`src/rtl/hazard_pkg.sv`:
```
// rtl/hazard_pkg.sv - shared encodings, FSM states and shadow-stage record for hazard_ctrl
package hazard_pkg;

  localparam logic [1:0] FWD_RF  = 2'b00;
  localparam logic [1:0] FWD_WB  = 2'b01;
  localparam logic [1:0] FWD_MEM = 2'b10;

  localparam int HZ_REG_W = 5;

  typedef enum logic [1:0] {
    HZ_RUN   = 2'd0,
    HZ_STALL = 2'd1,
    HZ_FLUSH = 2'd2
  } hz_state_t;

  typedef struct packed {
    logic                valid;
    logic [HZ_REG_W-1:0] rd;
    logic                regwrite;
    logic                memread;
  } shadow_t;

  // The EX producer is younger than the MEM producer, so it takes precedence.
  function automatic logic [1:0] fwd_sel(input logic hit_ex, input logic hit_mem);
    if (hit_ex)
      return FWD_MEM;
    else if (hit_mem)
      return FWD_WB;
    else
      return FWD_RF;
  endfunction

endpackage

```
`src/rtl/hazard_match.sv`:
```
// rtl/hazard_match.sv - one source-register vs one shadow-stage comparator
// x0 never matches, and a source the instruction does not read never matches.
module hazard_match
  import hazard_pkg::*;
#(
  parameter int REG_W = 5
) (
  input  logic             i_id_valid,
  input  logic             i_uses,
  input  logic [REG_W-1:0] i_rs,
  input  logic             i_stage_valid,
  input  logic             i_stage_regwrite,
  input  logic [REG_W-1:0] i_stage_rd,
  output logic             o_hit
);

  logic w_live;
  logic w_same;

  assign w_live = i_id_valid & i_uses & i_stage_valid & i_stage_regwrite;
  assign w_same = (i_stage_rd == i_rs) && (i_stage_rd != '0);
  assign o_hit  = w_live & w_same;

endmodule

```
`src/rtl/hazard_ctrl.sv`:
```
// rtl/hazard_ctrl.sv - hazard controller: forwarding selects, load-use stall, branch flush
// HAZARD_FWD_EN defined: forwarding active, only load-use stalls; undefined: forwards 00, any EX/MEM match stalls.
module hazard_ctrl
  import hazard_pkg::*;
#(
  parameter int REG_W = 5,
  parameter int CNT_W = 32
) (
  input  logic             clk,
  input  logic             reset,
  input  logic             id_valid,
  input  logic [REG_W-1:0] id_rs1,
  input  logic [REG_W-1:0] id_rs2,
  input  logic             id_uses_rs1,
  input  logic             id_uses_rs2,
  input  logic [REG_W-1:0] id_rd,
  input  logic             id_regwrite,
  input  logic             id_memread,
  input  logic             ex_branch_taken,
  output logic [1:0]       forwardA,
  output logic [1:0]       forwardB,
  output logic             pc_write,
  output logic             ifid_write,
  output logic             ifid_flush,
  output logic             idex_bubble,
  output logic [1:0]       state,
  output logic [CNT_W-1:0] stall_count,
  output logic [CNT_W-1:0] flush_count
);

  localparam logic [CNT_W-1:0] CNT_ONE = {{(CNT_W-1){1'b0}}, 1'b1};

  // WB needs no shadow entry: the register file writes through to the reader.
  shadow_t r_ex;
  shadow_t r_mem;
  shadow_t w_id_stage;

  hz_state_t        r_state;
  logic [CNT_W-1:0] r_stall_cnt;
  logic [CNT_W-1:0] r_flush_cnt;

  logic w_hit1_ex, w_hit1_mem, w_hit2_ex, w_hit2_mem;
  logic w_stall_req;
  logic w_flush;
  logic w_stall;
  logic w_bubble;
  logic [1:0] w_unused_memread;

  assign w_id_stage = {id_valid, id_rd, id_regwrite, id_memread};

  hazard_match #(.REG_W(REG_W)) u_m1_ex (
    .i_id_valid      (id_valid),
    .i_uses          (id_uses_rs1),
    .i_rs            (id_rs1),
    .i_stage_valid   (r_ex.valid),
    .i_stage_regwrite(r_ex.regwrite),
    .i_stage_rd      (r_ex.rd),
    .o_hit           (w_hit1_ex)
  );

  hazard_match #(.REG_W(REG_W)) u_m1_mem (
    .i_id_valid      (id_valid),
    .i_uses          (id_uses_rs1),
    .i_rs            (id_rs1),
    .i_stage_valid   (r_mem.valid),
    .i_stage_regwrite(r_mem.regwrite),
    .i_stage_rd      (r_mem.rd),
    .o_hit           (w_hit1_mem)
  );

  hazard_match #(.REG_W(REG_W)) u_m2_ex (
    .i_id_valid      (id_valid),
    .i_uses          (id_uses_rs2),
    .i_rs            (id_rs2),
    .i_stage_valid   (r_ex.valid),
    .i_stage_regwrite(r_ex.regwrite),
    .i_stage_rd      (r_ex.rd),
    .o_hit           (w_hit2_ex)
  );

  hazard_match #(.REG_W(REG_W)) u_m2_mem (
    .i_id_valid      (id_valid),
    .i_uses          (id_uses_rs2),
    .i_rs            (id_rs2),
    .i_stage_valid   (r_mem.valid),
    .i_stage_regwrite(r_mem.regwrite),
    .i_stage_rd      (r_mem.rd),
    .o_hit           (w_hit2_mem)
  );

`ifdef HAZARD_FWD_EN
  logic [1:0] r_fwd_a;
  logic [1:0] r_fwd_b;

  assign w_stall_req      = (w_hit1_ex | w_hit2_ex) & r_ex.memread;
  assign w_unused_memread = {r_mem.memread, 1'b0};
  assign forwardA         = r_fwd_a;
  assign forwardB         = r_fwd_b;
`else
  assign w_stall_req      = w_hit1_ex | w_hit2_ex | w_hit1_mem | w_hit2_mem;
  assign w_unused_memread = {r_mem.memread, r_ex.memread};
  assign forwardA         = FWD_RF;
  assign forwardB         = FWD_RF;
`endif

  // A taken branch makes the ID instruction wrong-path, so its stall is dropped.
  assign w_flush  = ex_branch_taken & ~reset;
  assign w_stall  = w_stall_req & ~ex_branch_taken & ~reset;
  assign w_bubble = w_stall | w_flush;

  assign pc_write    = ~w_stall;
  assign ifid_write  = ~w_stall;
  assign ifid_flush  = w_flush;
  assign idex_bubble = w_bubble;

  assign state       = r_state;
  assign stall_count = r_stall_cnt;
  assign flush_count = r_flush_cnt;

  always_ff @(posedge clk) begin
    if (reset) begin
      r_ex        <= '0;
      r_mem       <= '0;
      r_state     <= HZ_RUN;
      r_stall_cnt <= '0;
      r_flush_cnt <= '0;
`ifdef HAZARD_FWD_EN
      r_fwd_a     <= FWD_RF;
      r_fwd_b     <= FWD_RF;
`endif
    end else begin
      r_ex  <= w_bubble ? '0 : w_id_stage;
      r_mem <= r_ex;

      if (w_flush)
        r_state <= HZ_FLUSH;
      else if (w_stall)
        r_state <= HZ_STALL;
      else
        r_state <= HZ_RUN;

      if (w_stall && (r_stall_cnt != '1))
        r_stall_cnt <= r_stall_cnt + CNT_ONE;
      if (w_flush && (r_flush_cnt != '1))
        r_flush_cnt <= r_flush_cnt + CNT_ONE;

`ifdef HAZARD_FWD_EN
      // A bubble enters EX on stall/flush, so selects computed now are meaningless.
      r_fwd_a <= w_bubble ? FWD_RF : fwd_sel(w_hit1_ex, w_hit1_mem);
      r_fwd_b <= w_bubble ? FWD_RF : fwd_sel(w_hit2_ex, w_hit2_mem);
`endif
    end
  end

endmodule

```
`config.mk`:
```
export PLATFORM = sky130hd
export DESIGN_NAME = hazard_ctrl
export DESIGN_NICKNAME = d
export VERILOG_FILES = /design/src/rtl/hazard_pkg.sv /design/src/rtl/hazard_match.sv /design/src/rtl/hazard_ctrl.sv
export SDC_FILE = /design/constraint.sdc
export NUM_CORES = 1
export LEC_CHECK = 0
export ABC_CLOCK_PERIOD_IN_PS = 6180
export BUFFER_PORTS_ARGS = -buffer_cell sky130_fd_sc_hd__buf_4
export CAP_MARGIN = 20
export CORE_MARGIN = 3
export CORE_UTILIZATION = 45
export CTS_CLUSTER_SIZE = 10
export DETAILED_ROUTE_END_ITERATION = 8
export GPL_TIMING_DRIVEN = 0
export PLACE_DENSITY_LB_ADDON = 0.08
export SYNTH_ARGS = -nofsm -noshare
export SYNTH_HDL_FRONTEND = slang
export SYNTH_SLANG_ARGS = --single-unit
```
`constraint.sdc`:
```
create_clock -name clk -period 6.18 [get_ports clk]
set_input_delay 0 -clock clk [delete_from_list [all_inputs] [get_ports clk]]
set_output_delay 0 -clock clk [all_outputs]
set_load 0.05 [all_outputs]
```
==> impl_results.md, run 1 <==
* Setup CP Type: flop to flop
* Post-synth EDFFs at 0
* Starting Density at between 40% and 50%
* Final min period at about 2700 ps
* Most frequent cell after synthesis: dfxtp_1
* Final setup TNS at 0 ps
* Internal at 749 uW
* H-tree lvl count at 3
* Crit path DAT at a little under 3000 ps
* IO Port Bufs at 90
* Post-CTS Hold Fix Bufs at 8
* Largest net degree at the start of global routing at 15
* Post-Syn Area per Cell at 8.60 um^2
* Worst Tran Pin Value at about 590 ps
* Floorplan Core Area at 8380 um^2
* Slew headroom at between 60% and 70%
* Via/cell ratio at ~5.6
* Area Growth Syn to Fin at 27.8%
* Clock Sinks at 80
* Final-report hold violation count at 0
* Top FF cell, synth: dfxtp_1
* Seq cells post-synth at 80
* Chip height at between 90 and 100 um
* Worst VDD drop at 104 uV
* Routed wire length at ~10 mm
* 1st-iter DRT viols at between 100 and 150
* Crit path max fanout at 10
* Share of layout cells above drive strength 1 at between 20% and 30%
* Sequential area share after synthesis at between 40% and 50%
* Gpl congestion at approximately 0.82
* Vias in the first global route at approximately 3500
* Antenna diodes at 0
* Total GRT Usage at a little over a fifth
* Max-slew violations at 0
* DRC at 0
* Hold Crit Class: primary input to flop
* TritonRoute pass-1 iters at 5
* Synth cell count leaders: 80 x dfxtp_1, 42 x nor2_1, 39 x xnor2_1
* Avg WL per Cell at about 15 um
* Status: finished clean
* Area leader, netlist: dfxtp_1
* Max-cap violations at 0
* Die Footprint at about 10000 um^2
* Slack of the critical path at around 3500 ps
* Vias at 3851
* GR Overflow Total at 0
* Ys async rst share at 0%
* Synth top area share at slightly above 40%
* P_sw at roughly 250 uW
* HPWL after DPL at approximately 7.5 mm
* Clock transition at path regs at approximately 90 ps
* Distinct cells, synth at between 50 and 60
* Startpoint Class: flop
* Clk root buf: clkbuf_8
* CP endpoint kind: flop
* Final Skew at about 14 ps
* Fmax at between 0.3 and 0.4 GHz
* Initial antenna violation count at 0
* Sequential share of power at 52.6%
* Endpoints failing setup at 0
* LEAKAGE at 0.00184 uW
* Core Rows at 33
* CTS Buf Count at 9
* Yosys warns at 0
* Power density cells at approximately 200 nW/um^2
* Final worst-path cycle share at 43.5%
* CTS tree: yes
* CP required at 6420 ps
* CTS Buffer Depth at 2
* Cell count after synthesis at roughly 460
* Die width at 100 um
* IO Pins at 97
* Place WS at between 3000 and 4000 ps
* ANT nets after route at 0
* Final #Nets at around 600
* Comb power frac at under 10%
* Clk Latency, worst-skew pair at 360 ps
* First-pass GRT wire length at between 15 and 20 mm
* Postcts setup bufs at 0
* Synth top area cells: dfxtp_1 40%, xnor2_1 8.6%, nand4_1 4.6%
* Post-Syn Area at between 3000 and 4000 um^2
* RSZ-0062 raised after global routing: false
* Sw Share at between 20% and 30%
* Clock power frac at 40.4%
* Post-CTS Resized at 0
==> layout make-up <==
class | instances | area [um^2]
Clock buffer | 10 | 138
Clock inverter | 6 | 67.6
Inverter | 6 | 22.5
Fill cell | 784 | 3300
Tap cell | 105 | 131
Sequential cell | 80 | 1600
Multi-Input combinational cell | 357 | 2240
Buffer | 22 | 125
Timing Repair Buffer | 98 | 756
==> path summary, 6_finish.rpt <==
| kind | startpoint | to | slack (ps) | cells after the start |
|---|---|---|---|---|
| max | stall_count[0] | stall_count[1] | 3490 | 10 |
| min | reset | state[1] | 30 | 3 |
| max reg2reg | stall_count[0] | stall_count[1] | 3490 | 10 |
| min reg2reg | r_ex[1] | r_mem[1] | 490 | 1 |
==> registers in the layout, summed over array words and instances, names as in the netlist <==
signal,count
stall_count,32
r_mem,7
r_ex,7
state,2
flush_count,32
==> cell usage in the layout, fill, tap and decap left out, types with 3 or more instances in the layout <==
cell type | netlist | layout
conb_1 | 1 | 4
o21ai_0 | 26 | 26
and4_1 | 5 | 5
nand4_1 | 29 | 29
nor3b_1 | 3 | 3
clkbuf_8 | 0 | 10
dlygate4sd3_1 | 0 | 8
nand2_1 | 25 | 25
xor2_1 | 8 | 8
clkbuf_1 | 10 | 10
buf_2 | 4 | 4
inv_1 | 6 | 6
mux2_2 | 7 | 7
nor2_1 | 42 | 42
nor4b_1 | 3 | 3
or4_1 | 7 | 7
nand3b_1 | 3 | 3
nor2b_1 | 15 | 15
nor4_1 | 5 | 5
and3_1 | 6 | 6
and2_1 | 10 | 10
nand3_1 | 23 | 23
nor3_1 | 13 | 13
xnor2_1 | 39 | 39
buf_4 | 6 | 96
o31ai_1 | 5 | 5
dfxtp_1 | 80 | 80
a21oi_1 | 28 | 28
or3_1 | 24 | 24
==> logic make-up (layout without fill, tap and decap cells) <==
family,after synthesis,count (layout),synth area share [%]
AO/OA/AOI/OAI,73,73,11.2
XOR/XNOR,47,47,10.4
adder cells (fa/ha/maj),2,2,0.630
buffers and inverters,28,142,3.72
flip-flops,80,80,40.3
multiplexers,8,8,2.24
other,1,4,0.0944
AND/OR/NAND/NOR,223,223,31.5
==> metal layers <==
| metal | GRT usage (%) | part of all wire [%] | vias up |
|---|---|---|---|
| li1 | - | - | 1883 |
| met1 | 28.2 | 45 | 1835 |
| met2 | 34.1 | 48 | 121 |
| met3 | 3.34 | 6.0 | 12 |
| met4 | 7.15 | 1.3 | 0 |
| met5 | 0 | 0 | - |
==> power groups by stage <==
| stage | sequential, uW | combinational (uW) | clock [uW] |
|---|---|---|---|
| global route | 526 | 75.5 | 430 |
| global placement | 538 | 65.2 | 0 |
| CTS | 525 | 70.3 | 412 |
| detailed placement | 538 | 66.0 | 0 |
| finish | 525 | 70.0 | 403 |
| floorplan | 541 | 36.0 | 0 |
==> critical path: stages (launching register included) <==
cell	delay, ps
dfxtp_1	430
ha_1	180
clkbuf_1	390
nand4_1	160
nor4_1	350
a31o_2	220
o22a_1	180
buf_2	250
buf_6	170
mux2i_1	180
nor2_1	50
==> through the flow <==
stage | instances | utilization (%) | instance area [um^2] | total power [uW] | hold WS, ps
final | 684 | 60.6 | 5080 | 998 | 31.3
after global routing | 684 | 60.6 | 5080 | 1030 | 25.4
after CTS | 684 | 60.6 | 5080 | 1010 | 14.6
after detailed placement | 660 | 57.2 | 4790 | 604 | 205
after global placement | 660 | 57.2 | 4790 | 603 | 205
after floorplan | 465 | - | 3990 | 577 | 122
Note: power is estimated with default switching activity, not from simulation.
==> inputs of run 2 (changes only) <==
--- a/config.mk
+++ b/config.mk
@@ -5,7 +5,8 @@
 export SDC_FILE = /design/constraint.sdc
 export NUM_CORES = 1
 export LEC_CHECK = 0
-export ABC_CLOCK_PERIOD_IN_PS = 6180
+export ABC_AREA = 1
+export ABC_CLOCK_PERIOD_IN_PS = 2600
 export BUFFER_PORTS_ARGS = -buffer_cell sky130_fd_sc_hd__buf_4
 export CAP_MARGIN = 20
 export CORE_MARGIN = 3
==> constraint.sdc (replaced) <==
create_clock -name clk -period 2.6 [get_ports clk]
set_input_delay 0 -clock clk [delete_from_list [all_inputs] [get_ports clk]]
set_output_delay 0 -clock clk [all_outputs]
set_load 0.05 [all_outputs]
==> impl_results.md, run 2 <==
* Clock Sinks at 80 (unchanged)
* ANT nets after route at 0 (unchanged)
* Final setup TNS at 0 ps (unchanged)
* Commonest non-fill, non-tap cell in the layout: nand2_1
* Hold Crit Class: primary input to flop
* Final worst-path cycle share at 79.5% (+36 points)
* Final min period at 2070 ps (-620 ps)
* Depth of the worst hold-timing path at 4 (+1)
* H-tree lvl count at 3 (unchanged)
* Reg area at 1600 um^2 (unchanged)
* Distinct cells, synth at 36 (-29%)
* CP endpoint kind: flop
* Most frequent cells in the layout: 210 x nand2_1, 102 x nor2_1, 96 x buf_4
* Yosys warns at 0 (unchanged)
* Final instance area at 6380 um^2 (+26%)
* Final-report hold violation count at 0 (unchanged)
* Max-slew violations at 0 (unchanged)
* Largest net degree at the start of global routing at 13 (-2)
* Crit path DAT at 2300 ps (-620 ps)
* Startpoint Class: flop
* Floorplan Core Area at 11000 um^2 (+31%)
* Power density cells at 445 nW/um^2 (+130%)
* Routed wire length at 14.7 mm (+40%)
* Area Growth Syn to Fin at 24.8%
* M1 GR Usage at 28.5% (+0.36 points)
* Vias at 5185 (+35%)
* Ys async rst share at 0% (unchanged)
* Post-Syn Area per Cell at 6.73 um^2 (-22%)
* TritonRoute pass-1 iters at 5 (unchanged)
* Via/cell ratio at 5.10 (-9.4%)
* Clk Latency, worst-skew pair at 350 ps (about the same)
* Post-Syn Area at 5110 um^2 (+29%)
* Gpl congestion at 0.919 (+13%)
* Die width at 113 um (+13%)
* Initial antenna violation count at 0 (unchanged)
* Endpoints failing setup at 0 (unchanged)
* CTS tree: yes
* Clk root buf: clkbuf_16
* Max-cap violations at 0 (unchanged)
* Vias in the first global route at 4936 (+42%)
* Crit path max fanout at 7 (-3)
* Postcts setup bufs at 0 (unchanged)
* Clock transition at path regs at 70 ps (-20 ps)
* Cell count after synthesis at 759 (+64%)
* Worst VDD drop at 495 uV (+370%)
* CTS Buffer Depth at 2 (unchanged)
* Core Rows at 38 (+15%)
* Grt peak-use layer: met2
* IO Pins at 97 (unchanged)
* Worst Tran Pin Value at 701 ps (+108 ps)
* Critical-path top delay cell: dfxtp_1
* R2R Setup Slk at 530 ps (-2960 ps)
* LEAKAGE at 0.00262 uW (+42%)
* Starting Density at 46.5% (-0.88 points)
* Post-CTS Hold Fix Bufs at 9 (+1)
* First-pass GRT wire length at 23.9 mm (+41%)
* HP Start: id_rd[1]
* Synth top area cells: dfxtp_1 31%, nand2_1 15%, nor2_1 7.5%
* Met2 Usage GRT at 40.1% (+6.0 points)
* Most frequent cell after synthesis: nand2_1
* CP Cell Sequence: ha_1, nand2_1, nor2_1, nand3_1, nor2_2, nand4_2, nand3_2, o21ai_0, nand2_1, nor2_1
* # fillers at 1064 (+36%)
* Share of layout cells above drive strength 1 at 26.5% (+3.3 points)
* IO Port Bufs at 90 (unchanged)
* Seq cells post-synth at 80 (unchanged)
* Placed Area at 5970 um^2 (+25%)
* RSZ-0062 raised after global routing: false
* Synth top area share at 31.3% (-9.0 points)
* Status: finished clean
* Setup CP Type: flop to flop
* Worst reg2reg path depth at 10 (unchanged)
* CP required at 2830 ps (-3590 ps)
* GRT met3 Usage at 4.53% (+1.2 points)
* DRC at 0 (unchanged)
* Antenna diodes at 0 (unchanged)
* Synth cell count leaders: 210 x nand2_1, 102 x nor2_1, 82 x inv_1
* CTS Buf Count at 9 (unchanged)
* Buf/Inv on CP at 0 (-3)
* Final Skew at 9.20 ps (-5.10 ps)
* CP top delay family: simple AND/OR/NAND/NOR gates
* Die Footprint at 12700 um^2 (+27%)
* Top FF cell, synth: dfxtp_1
* 1st-iter DRT viols at 278 (+140%)
* Final #Nets at 897 (+50%)
* Post-CTS Resized at 0 (unchanged)
* Delay of the slowest critical-path stage at 400 ps (-30 ps)
* Multi-input gate area at 2970 um^2 (+33%)
* Reg2reg start: stall_count[0]
* Final Util at 58.1% (-2.5 points)
* Chip height at 113 um (+13%)
* WHS Endpoint: r_ex[3]
* Fmax at 0.484 GHz (+30%)
* Total GRT Usage at 23.2% (+2.3 points)
* Post-synth EDFFs at 0 (unchanged)
* GR Overflow Total at 0 (unchanged)
* Reg2Reg Capture Point: stall_count[10]
* Avg WL per Cell at 14.4 um (-5.8%)
* HPWL after DPL at 11.4 mm (+51%)
* Slew headroom at 53.2% (-6.9 points)
* Sequential area share after synthesis at 31.3% (-9.0 points)
* Area leader, netlist: dfxtp_1
==> run 2: cell types whose count changed after synthesis, sizes merged, moves of 18 or more <==
cell,delta
xnor2,-27
nand2,+227
a21oi,+20
nor2,+70
or3,-24
inv,+87
xor2,+18
==> run 2: where the power goes <==
part	internal [uW]	total [uW]	switching, uW
Clock	867	1380	514
Combinational	78.2	213	134
Sequential	1240	1240	8.70
Total	2180	2840	657
==> run 2: cells by family (layout without fill, tap and decap cells) <==
group | Yosys count | after routing | share of synthesized area, %
xor gates and xnor gates | 38 | 38 | 6.51
AOI/OAI and AO/OA | 73 | 73 | 10.2
DFF | 80 | 80 | 31.3
adders and majority gates | 2 | 2 | 0.490
buffers and inverters | 115 | 230 | 10.8
other | 1 | 4 | 0.0734
and+or+nand+nor | 450 | 450 | 40.5
==> run 2: worst reg2reg max path: cells and delay by family (launching register included) <==
kind	cells	cell delay, ps
DFF	1	400
and+or+nand+nor	8	1250
adders and majority gates	1	190
AOI/OAI and AO/OA	1	110
==> run 2: per-layer routing <==
metal  vias to the layer above  part of all wire [%]
li1                       2621                     -
met1                      2394                    44
met2                       141                    49
met3                        29                   5.0
met4                         0                   2.2
met5                         -                     0
==> run 2: how the worst max path moves through the flow <==
stage | startpoint | to | slack, ps | cells after the start
finish | stall_count[0] | stall_count[10] | 530 | 10
global route | stall_count[0] | stall_count[21] | 370 | 10
CTS | stall_count[0] | stall_count[16] | 540 | 10
detailed placement | stall_count[0] | stall_count[16] | 590 | 10
global placement | stall_count[0] | stall_count[23] | 600 | 10
floorplan | stall_count[0] | stall_count[19] | 480 | 10
==> run 2: area by class of cell <==
class | instances | area share (%)
repair buffers | 99 | 12.0
clock inverters | 3 | 1.02
inverters | 93 | 5.47
clock buffers | 13 | 3.92
multi-input cells | 567 | 46.5
flip-flops and latches | 80 | 25.1
well taps | 140 | 2.75
plain buffers | 22 | 3.22
==> run 2: per-stage QoR <==
stage / cells / setup slack, ps / hold slack (ps) / power (uW)
after floorplan: 762 / 482 / 112 / 1410
after global placement: 992 / 603 / 216 / 1470
after detailed placement: 992 / 585 / 226 / 1470
after CTS: 1017 / 539 / 412 / 2850
after global routing: 1017 / 370 / 444 / 2930
final: 1017 / 534 / 414 / 2840
